## src/rtl/m_pkt_tx.sv

```systemverilog
`default_nettype none
// ============================================================================
// Module   : m_pkt_tx
// Function : Packet transmitter. Accepts a length descriptor, then streams
//            ceil(length/DATA_B) payload words as registered beats with
//            sop/eop flags, zeroes unused tail bytes on the eop beat, and
//            enforces an IPG-cycle idle gap after every packet.
// Revision : 1.0 - initial release
// ============================================================================
module m_pkt_tx #(
  parameter int DATA_B = 16,
  parameter int LEN_W  = 16,
  parameter int IPG    = 2
) (
  input  logic                  clk,
  input  logic                  rst,
  input  logic                  cmd_vld,
  output logic                  cmd_rdy,
  input  logic [LEN_W-1:0]      cmd_length,
  input  logic                  pld_vld,
  output logic                  pld_rdy,
  input  logic [DATA_B*8-1:0]   pld_data,
  output logic                  out_vld_r,
  output logic                  out_sop_r,
  output logic                  out_eop_r,
  output logic [LEN_W-1:0]      out_length_r,
  output logic [DATA_B*8-1:0]   out_data_r,
  output logic                  err_zero_len_r,
  output logic [31:0]           pkt_cnt_r
);

  localparam int                c_gap_w      = (IPG > 1) ? $clog2(IPG) : 1;
  localparam logic [c_gap_w-1:0] c_gap_last  = c_gap_w'((IPG > 0) ? IPG - 1 : 0);
  localparam logic [LEN_W:0]    c_beat_add   = (LEN_W+1)'(DATA_B - 1);
  localparam logic [LEN_W:0]    c_beat_div   = (LEN_W+1)'(DATA_B);
  localparam logic [LEN_W:0]    c_one_beat   = (LEN_W+1)'(1);
  localparam logic [LEN_W-1:0]  c_data_b_len = LEN_W'(DATA_B);

  typedef enum logic [1:0] {
    ST_IDLE = 2'd0,
    ST_SEND = 2'd1,
    ST_GAP  = 2'd2
  } state_t;

  state_t               r_state;
  logic [LEN_W-1:0]     r_len;
  logic [LEN_W:0]       r_beats_rem;
  logic                 r_first;
  logic [c_gap_w-1:0]   r_gap_cnt;

  logic [LEN_W:0]       w_beats;
  logic [LEN_W-1:0]     w_rem;
  logic                 w_last;
  logic [DATA_B-1:0]    w_keep;
  logic [DATA_B*8-1:0]  w_mask_data;

  // Handshake readiness follows the state; cmd_rdy is also held low while in reset
  assign cmd_rdy = (r_state == ST_IDLE) && !rst;
  assign pld_rdy = (r_state == ST_SEND);

  // Beat count is computed one bit wider than the length so a near-max length cannot wrap
  assign w_beats = ({1'b0, cmd_length} + c_beat_add) / c_beat_div;
  assign w_rem   = r_len % c_data_b_len;
  assign w_last  = (r_beats_rem == c_one_beat);

  // Tail-byte mask for the eop beat; a remainder of zero means the last word is full
  for (genvar gi = 0; gi < DATA_B; gi++) begin : g_byte
    localparam logic [LEN_W-1:0] c_idx = LEN_W'(gi);
    assign w_keep[gi] = (w_rem == '0) || (c_idx < w_rem);
    assign w_mask_data[gi*8 +: 8] = w_keep[gi] ? pld_data[gi*8 +: 8] : 8'h00;
  end

  // Control FSM plus registered beat outputs; outputs default to zero each cycle
  always_ff @(posedge clk or posedge rst) begin
    if (rst) begin
      r_state        <= ST_IDLE;
      r_len          <= '0;
      r_beats_rem    <= '0;
      r_first        <= 1'b0;
      r_gap_cnt      <= '0;
      out_vld_r      <= 1'b0;
      out_sop_r      <= 1'b0;
      out_eop_r      <= 1'b0;
      out_length_r   <= '0;
      out_data_r     <= '0;
      err_zero_len_r <= 1'b0;
      pkt_cnt_r      <= '0;
    end else begin
      out_vld_r      <= 1'b0;
      out_sop_r      <= 1'b0;
      out_eop_r      <= 1'b0;
      out_length_r   <= '0;
      out_data_r     <= '0;
      err_zero_len_r <= 1'b0;
      case (r_state)
        ST_IDLE: begin
          if (cmd_vld) begin
            if (cmd_length == '0) begin
              err_zero_len_r <= 1'b1;
            end else begin
              r_len       <= cmd_length;
              r_beats_rem <= w_beats;
              r_first     <= 1'b1;
              r_state     <= ST_SEND;
            end
          end
        end
        ST_SEND: begin
          if (pld_vld) begin
            out_vld_r    <= 1'b1;
            out_sop_r    <= r_first;
            out_eop_r    <= w_last;
            out_length_r <= r_len;
            out_data_r   <= w_last ? w_mask_data : pld_data;
            r_first      <= 1'b0;
            r_beats_rem  <= r_beats_rem - c_one_beat;
            if (w_last) begin
              pkt_cnt_r <= pkt_cnt_r + 32'd1;
              r_gap_cnt <= '0;
              r_state   <= (IPG == 0) ? ST_IDLE : ST_GAP;
            end
          end
        end
        ST_GAP: begin
          if (r_gap_cnt == c_gap_last) begin
            r_state <= ST_IDLE;
          end else begin
            r_gap_cnt <= r_gap_cnt + 1'b1;
          end
        end
        default: r_state <= ST_IDLE;
      endcase
    end
  end

endmodule
`default_nettype wire
```

## config.mk

```make
export PLATFORM = sky130hd
export DESIGN_NAME = m_pkt_tx
export DESIGN_NICKNAME = d
export VERILOG_FILES = /design/src/rtl/m_pkt_tx.sv
export SDC_FILE = /design/constraint.sdc
export NUM_CORES = 1
export LEC_CHECK = 0
export ABC_AREA = 1
export ABC_CLOCK_PERIOD_IN_PS = 9100
export CORE_MARGIN = 2
export CORE_UTILIZATION = 46
export CTS_CLUSTER_SIZE = 16
export DETAILED_ROUTE_END_ITERATION = 10
export GPL_ROUTABILITY_DRIVEN = 0
export GPL_TIMING_DRIVEN = 0
export PLACE_DENSITY = 0.85
export SLEW_MARGIN = 20
export SYNTH_ARGS = -nofsm -noshare
export SYNTH_HDL_FRONTEND = slang
export SYNTH_SLANG_ARGS = --single-unit
```

## constraint.sdc

```tcl
create_clock -name clk -period 9.1 [get_ports clk]
set_input_delay 1.82 -clock clk [delete_from_list [all_inputs] [get_ports clk]]
set_output_delay 1.82 -clock clk [all_outputs]
set_load 0.02 [all_outputs]
```

* Word level (Yosys, flattened, before mapping)
Index checks and enable logic that the tools add are counted.
Widths: inputs -> output; s select.
** Word-level totals
- Input bits :: 148
- Logic and storage cells :: 117
- Bits in registers :: 217
- Output and inout port bits :: 182
** Operators by class
- Muxes and demuxes :: 48
- Reduce and logical (&&, ||, !) cells :: 28
- Bitwise operators :: 1
- $lt $le $gt $ge :: 16
- Add/subtract/negate cells :: 4
- Equality and inequality tests :: 8
** Operators by type and width (count)
- $mux 128 :: 3
- $mux 8 :: 16
- $mux 17 :: 3
- $pmux 17 s2 :: 1
- $add 32x1->32 const B :: 1
- $logic_not 16->1 :: 2
- $lt 4x4->1 const A :: 8
- $mux 16 :: 2
- $add 16x4->17 const B :: 1
- $eq 17x1->1 const B :: 1
- $sub 17x1->17 const B :: 1
- $logic_or 1x1->1 :: 16
- $lt 3x4->1 const A :: 4
- $mux 1 :: 15
- $mux 2 :: 5
- $reduce_and 3->1 :: 3
- $lt 1x4->1 const A :: 2
- $lt 2x4->1 const A :: 2
- $ne 2x2->1 const B :: 4
- $pmux 2 s3 :: 1
- $reduce_and 5->1 :: 1
- $pmux 1 s2 :: 2
- $reduce_and 4->1 :: 1
- $reduce_bool 2->1 :: 2
- other kinds (8) :: 8

* Logic depth before layout (Yosys ltp)
Gate-level depths: netlist (run 1).
- Depth after elaboration :: 6
- Depth in mapped cells :: 11
- Mapped depth without buffers :: 10

* Least setup slack after synthesis (run 1)
Ideal clock, no wire load.
- Kind :: in2out
- Start :: input port rst
- End :: output port cmd_rdy
- Data arrival time :: 2.275 ns
- Setup slack :: 5.005 ns
- Buffers on the path :: 0
- Stages on the path :: 1
- Data required time :: 7.280 ns
- Path through :: nor3_1
** On the way
- Word-level cells in the longest chain between the ends :: 2
** RTL lines
- start: declaration :: line 16 : input logic rst,
- $logic_not 1->1 (no line)
- $logic_and 1x1->1 :: line 58 : assign cmd_rdy = (r_state == ST_IDLE) && !rst;
- end: declaration :: line 18 : output logic cmd_rdy,
No other way between the ends.

* Worst setup path after layout (run 1)
Same ends and word-level chain as after synthesis.

==> results of run 1 <==
[layout by cell type (no fill, tap or decap), types with 15 or more instances in the layout]
| master | netlist | routed |
|---|---|---|
| inv_1 | 110 | 109 |
| nand2_1 | 388 | 388 |
| nor3_1 | 32 | 32 |
| clkbuf_16 | 0 | 24 |
| nor2_1 | 214 | 214 |
| o21ai_0 | 32 | 32 |
| nand3_1 | 69 | 69 |
| dfrtp_1 | 217 | 217 |
| clkdlybuf4s50_1 | 0 | 329 |
| clkbuf_1 | 12 | 15 |
[layer usage]
metal	track usage, %	vias up	part of all wire, %
li1	-	4331	-
met1	31.88	4314	39
met2	47.22	337	52
met3	4.815	53	6.8
met4	6.714	0	2.5
met5	0	-	0
[sequential cells by signal, summed over array words and instances (netlist names)]
register,cells
out_data_r,128
pkt_cnt_r,32
r_beats_rem,17
out_length_r,16
r_len,16
r_state,2
err_zero_len_r,1
out_eop_r,1
out_sop_r,1
out_vld_r,1
r_first,1
r_gap_cnt,1
[power by group through the flow]
stage | sequential (mW) | clock, mW | combinational [mW]
final | 1.26 | 1.03 | 1.11
after global routing | 1.28 | 1.09 | 1.23
after CTS | 1.26 | 1.04 | 1.12
after detailed placement | 1.27 | 0 | 1.11
after global placement | 1.27 | 0 | 1.08
after floorplan | 1.40 | 0 | 0.503
[logic make-up (layout without fill, tap and decap cells)]
logic type | after synthesis | in the layout | share of synthesized area [%]
AO/OA/AOI/OAI | 53 | 53 | 2.950
XOR/XNOR | 8 | 8 | 0.7343
adder cells (fa/ha/maj) | 3 | 3 | 0.3934
buffers and inverters | 145 | 519 | 6.031
flip-flops | 217 | 217 | 56.90
other | 0 | 1 | 0
AND/OR/NAND/NOR | 744 | 744 | 32.99
[synth_stat cells, drive strengths merged]
cell type,instances,area share [%]
nand2,398,16
nor2,223,9.5
dfrtp,217,57
inv,114,4.5
nand3,70,3.8
o21ai,42,2.2
nor3,33,1.8
buf,17,0.97
clkbuf,12,0.47
nand3b,10,0.79
nand4,9,0.66
a21oi,6,0.31
xnor2,5,0.46
ha,3,0.39
xor2,3,0.28
a21o,2,0.16
clkinv,2,0.079
o21bai,1,0.079
o22ai,1,0.066
o32ai,1,0.092
or2,1,0.066
[through the flow]
step / worst slack (ns) / hold WS (ns) / power [mW] / setup TNS (ns) / util, %
2_1_floorplan: 1.344 / 0.4329 / 1.907 / 0 / -
3_3_place_gp: -1.392 / 0.4489 / 2.348 / -299.75 / 64.90
3_5_place_dp: 4.030 / 0.4480 / 2.388 / 0 / 65.21
4_1_cts: 4.036 / 0.4621 / 3.422 / 0 / 69.38
5_1_grt: 4.030 / 0.4898 / 3.594 / 0 / 69.39
6_report: 4.062 / 0.4633 / 3.398 / 0 / 69.39
[worst min path at each step]
stage / to / slack [ns] / cells after the start
after floorplan: r_state[1] / 0.43 / 1
final: r_state[1] / 0.46 / 1
after global routing: r_state[1] / 0.49 / 1
after CTS: r_state[1] / 0.46 / 1
after global placement: r_state[1] / 0.45 / 1
after detailed placement: r_state[1] / 0.45 / 1
[area by class of cell]
cell class	instances	area (um2)
inverter	116	445.4
antenna	1	2.502
clock buffer	32	680.7
multi-input combinational	808	3537
clock inverter	11	166.4
buffer	29	137.6
sequential	217	5430
tap	270	337.8
timing repair buffer	331	3348
fill	1606	6213
==> key figures, run 1 <==
Run status
  – Status: finished, final reports clean

Critical path
  – Crit path max-delay family: buffers and inverters
  – Crit-path max FO: 2
  – WP depth: 3
  – Reg-to-reg startpoint: r_beats_rem[1]
  – Internal reg-to-reg setup slack: 6.85 ns
  – Startpoint types: primary input
  – Critical Path Sink Type: output pin
  – Critical Path RT: around 7.3 ns
  – Most used cell, CP: clkdlybuf4s50_1
  – Critical Path AT: ~3.2 ns
  – FF-to-FF path depth: 7
  – Max incr delay on CP: roughly 0.7 ns
  – CP cell instances: clkdlybuf4s50_1, nor3_1, clkdlybuf4s50_1
  – Critical R2R Capture: out_data_r[36]
  – Critical Path End: cmd_rdy
  – Setup CP Type: primary input to output pin
  – CP max stage cell: clkdlybuf4s50_1
  – Sum of buffers and inverters on the critical path: 2
  – CP startpoint: rst

Pwr
  – Sequential share of power: 37.0%
  – Net Sw Frac: 34.09%
  – Clock share of power: 30.2%
  – P_sw: between 1 and 1.5 mW
  – Leak pwr: around 6.8 nW
  – Internal Power: between 2 and 2.5 mW
  – Power per cell area: 241.2 nW/um2
  – Max VDD drop: 0.1643 mV
  – Comb power frac: between 30% and 40%

Finish
  – Design Area, Final: ~14000 um2
  – Area grow syn2layout: 47.61%
  – Layout cell share with drive strength beyond 1: 5.376%
  – Nets: 1678
  – Final Non-Filler Cells: 1815

Yosys
  – Synth Instances: approximately 1200
  – Post-Synthesis Net Count: 1321
  – Warnings from Yosys: 0
  – Synthesized flop and latch total: 217
  – Distinct cells, synth: 35
  – Sequential area share after synthesis: 56.90%
  – Synth Cell Area: 9543 um2
  – Syn Area/Cell: approximately 8 um2

Floorplan
  – Die X-Extent: 148.0 um
  – Die ar.: 21910 um2
  – Initial core utilization: 47.01%
  – Ports: between 300 and 400
  – Core Rows: 52
  – Core Area: 20300 um2
  – Die H: 148.0 um

Clocking
  – Num CTS Buffers: 24
  – Post-CTS Resized: 0
  – H-tree depth: 1
  – Later-pin clock latency in the skew report: about 0.52 ns
  – Clk sinks: about 220
  – Max Root-Sink Buffers: 3
  – Post-CTS Setup Inserts: 0
  – Worst-path clk slew: 0.06 ns
  – Root Buffer: clkbuf_16
  – CTS tree: built
  – CTS Hold Bufs: 0

Global routing
  – Vias in the first global route: between 8000 and 9000
  – Total gr overflow: 0
  – Tot GR Track Use: 26.00%
  – Pin count of the biggest net entering global routing: 94
  – Initial antenna violation count: 1
  – Global-route wire length before repair: 45.42 mm

Hold path
  – Worst min path class: flip-flop to flip-flop
  – Min-Delay Startpoint: r_gap_cnt

Timing
  – Skew final: between 0.015 and 0.02 ns
  – Final setup fails: 0
  – Post-route clock period utilization: 55.36%
  – FMAX: ~200 MHz
  – Min Tclk post-route: 5.038 ns
  – RSZ-0062 raised after global routing: false
  – Worst Max-Slew Pin Slew: 0.8951 ns
  – Slew Limit Fails: 0
  – Endpoints failing hold: 0
  – Max_slew headroom: 40.33%

Routing
  – Wire length per cell: ~16 um
  – Starting DRT DRC Count: 481
  – DRT Wirelength: 28.49 mm
  – DRT antenna net count: 0
  – Drt drc: 0
  – Drt first pass iters: 5
  – Via density: 4.978
  – Vias: 9035

Placed design
  – Hpwl dp: 21.51 mm
  – Placed cell area: between 10000 and 15000 um2
  – PortBufs: about 330
  – Placed insts: 1771

Flow run
  – Maxcap violations: 0
(Power assumes the default switching activity.)
==> run 2, diff against run 1 <==
--- a/config.mk
+++ b/config.mk
@@ -6,14 +6,14 @@
 export NUM_CORES = 1
 export LEC_CHECK = 0
 export ABC_AREA = 1
-export ABC_CLOCK_PERIOD_IN_PS = 9100
+export ABC_CLOCK_PERIOD_IN_PS = 4400
 export CORE_MARGIN = 2
-export CORE_UTILIZATION = 46
+export CORE_UTILIZATION = 41
 export CTS_CLUSTER_SIZE = 16
 export DETAILED_ROUTE_END_ITERATION = 10
 export GPL_ROUTABILITY_DRIVEN = 0
 export GPL_TIMING_DRIVEN = 0
-export PLACE_DENSITY = 0.85
+export PLACE_DENSITY = 0.8
 export SLEW_MARGIN = 20
 export SYNTH_ARGS = -nofsm -noshare
 export SYNTH_HDL_FRONTEND = slang
==> constraint.sdc (replaced) <==
create_clock -name clk -period 4.4 [get_ports clk]
set_input_delay 0.88 -clock clk [delete_from_list [all_inputs] [get_ports clk]]
set_output_delay 0.88 -clock clk [all_outputs]
set_load 0.02 [all_outputs]
==> key figures, run 2 (same netlist as run 1, synthesis figures left out) <==
Floorplan
  – Core Area: 22780 um2
  – Ports: 330
  – Die H: 156.6 um
  – Core Rows: 55
  – Die X-Extent: 156.6 um
  – Die ar.: 24510 um2
  – Initial core utilization: 41.90%

Timing
  – Skew final: 0.01105 ns
  – Hold_ws: 0.4712 ns
  – Min Tclk post-route: 3.314 ns
  – Max_slew headroom: 32.95%
  – Post-route clock period utilization: between 70 and 80%
  – RSZ-0062 raised after global routing: false
  – Slew Limit Fails: 0
  – FMAX: a little over 300 MHz
  – Worst setup margin: around 1.1 ns
  – Final setup fails: 0
  – Endpoints failing hold: 0
  – Worst Max-Slew Pin Slew: between 1 and 1.5 ns

Global routing
  – Total gr overflow: 0
  – Initial antenna violation count: 0
  – Pin count of the biggest net entering global routing: 34
  – Vias in the first global route: 8831
  – Tot GR Track Use: 23.47%
  – Global-route wire length before repair: 45.48 mm

Pwr
  – Total power: 6.868 mW
  – Leak pwr: about 7 nW
  – Power per cell area: 485.5 nW/um2
  – Max VDD drop: 0.2617 mV

Clocking
  – Worst-path clk slew: 0.06 ns
  – Later-pin clock latency in the skew report: 0.52 ns
  – CTS tree: built
  – Clk sinks: between 200 and 250
  – Max Root-Sink Buffers: 3
  – Post-CTS Setup Inserts: 0
  – Num CTS Buffers: 24
  – Post-CTS Resized: 0
  – Root Buffer: clkbuf_16
  – CTS Hold Bufs: 0
  – H-tree depth: 1

Finish
  – Layout cell share with drive strength beyond 1: under 10%
  – Nets: 1683
  – Fill cell count: 1922
  – Area grow syn2layout: 48.22%
  – Most frequent cells in the layout: nand2_1, clkdlybuf4s50_1, dfrtp_1
  – Register bank with the most flops: out_data_r
  – Biggest regs: out_data_r x128, pkt_cnt_r x32, r_beats_rem x17
  – Commonest non-fill, non-tap cell in the layout: nand2_1
  – Ant diodes: 0
  – Max FFs per register: 128

Hold path
  – Min-Delay Startpoint: r_len[4]
  – Hold path endpoint: r_len[4]
  – Hold Path Stages: 2
  – Worst min path class: flip-flop to flip-flop

Critical path
  – Startpoint types: flip-flop
  – Critical Path RT: between 3 and 4 ns
  – Internal reg-to-reg setup slack: 1.97 ns
  – Setup CP Type: flip-flop to output pin
  – Critical Path Sink Type: output pin
  – Reg-to-reg startpoint: r_beats_rem[1]
  – Critical R2R Capture: out_data_r[44]
  – FF-to-FF path depth: 7
  – Critical Path AT: 2.43 ns
  – Crit-path max FO: 10

Routing
  – Wire length per cell: 15.48 um
  – Drt drc: 0
  – DRT Wirelength: 28.81 mm
  – Via density: just under 5
  – Drt first pass iters: 5
  – Vias: 9005
  – Starting DRT DRC Count: 535
  – DRT antenna net count: 0

Placed design
  – PortBufs: around 330
  – Hpwl dp: between 20 and 25 mm
  – DP Worst Slack: 1.296 ns

Flow run
  – Maxcap violations: 0

Run status
  – Status: finished, final reports clean
## run 2: routing by layer
| metal | share of wire, % | GRT usage [%] | vias to the layer above |
|---|---|---|---|
| li1 | - | - | 4339 |
| met1 | 40 | 29.31 | 4221 |
| met2 | 49 | 41.03 | 367 |
| met3 | 7.1 | 4.237 | 78 |
| met4 | 3.6 | 8.082 | 0 |
| met5 | 0 | 0 | - |
## run 2: through the flow
stage / instance area (um2) / setup TNS (ns) / util, % / instances
after floorplan: 9547 / 0 / - / 1170
after global placement: 13230 / -206.67 / 58.09 / 1812
after detailed placement: 13370 / 0 / 58.70 / 1819
after CTS: 14140 / 0 / 62.10 / 1861
after global routing: 14140 / 0 / 62.10 / 1861
final: 14140 / 0 / 62.10 / 1861
## run 2: area by class of cell
class	instances	area [um2]	area share, %
Inverter	116	441.7	3.123
Tap cell	313	391.6	2.769
Multi-Input combinational cell	808	3537	25.01
Clock buffer	34	699.4	4.945
Buffer	29	137.6	0.9730
Sequential cell	217	5430	38.39
Timing Repair Buffer	336	3433	24.27
Clock inverter	8	73.82	0.5219
## run 2: worst max-delay path, stage by stage (launching register included)
cell             delay, ns
dfrtp_1               0.40
inv_1                 0.14
nand2_4               0.10
buf_6                 0.16
clkinv_1              0.18
buf_2                 0.29
clkdlybuf4s50_1       0.65
## run 2: worst max-delay path by stage
stage	startpoint	to	slack, ns
floorplan	rst	err_zero_len_r	0.69
global placement	rst	out_data_r[32]	-0.97
detailed placement	pld_vld	out_data_r[119]	1.30
CTS	r_state[1]	pld_rdy	1.07
global route	r_state[1]	pld_rdy	0.99
finish	r_state[1]	pld_rdy	1.09
## run 2: power by group
part	internal, mW	switching, mW	total (mW)
logic	0.944	1.36	2.30
clock network	1.16	0.801	1.96
registers	2.38	0.225	2.60
total	4.48	2.38	6.87
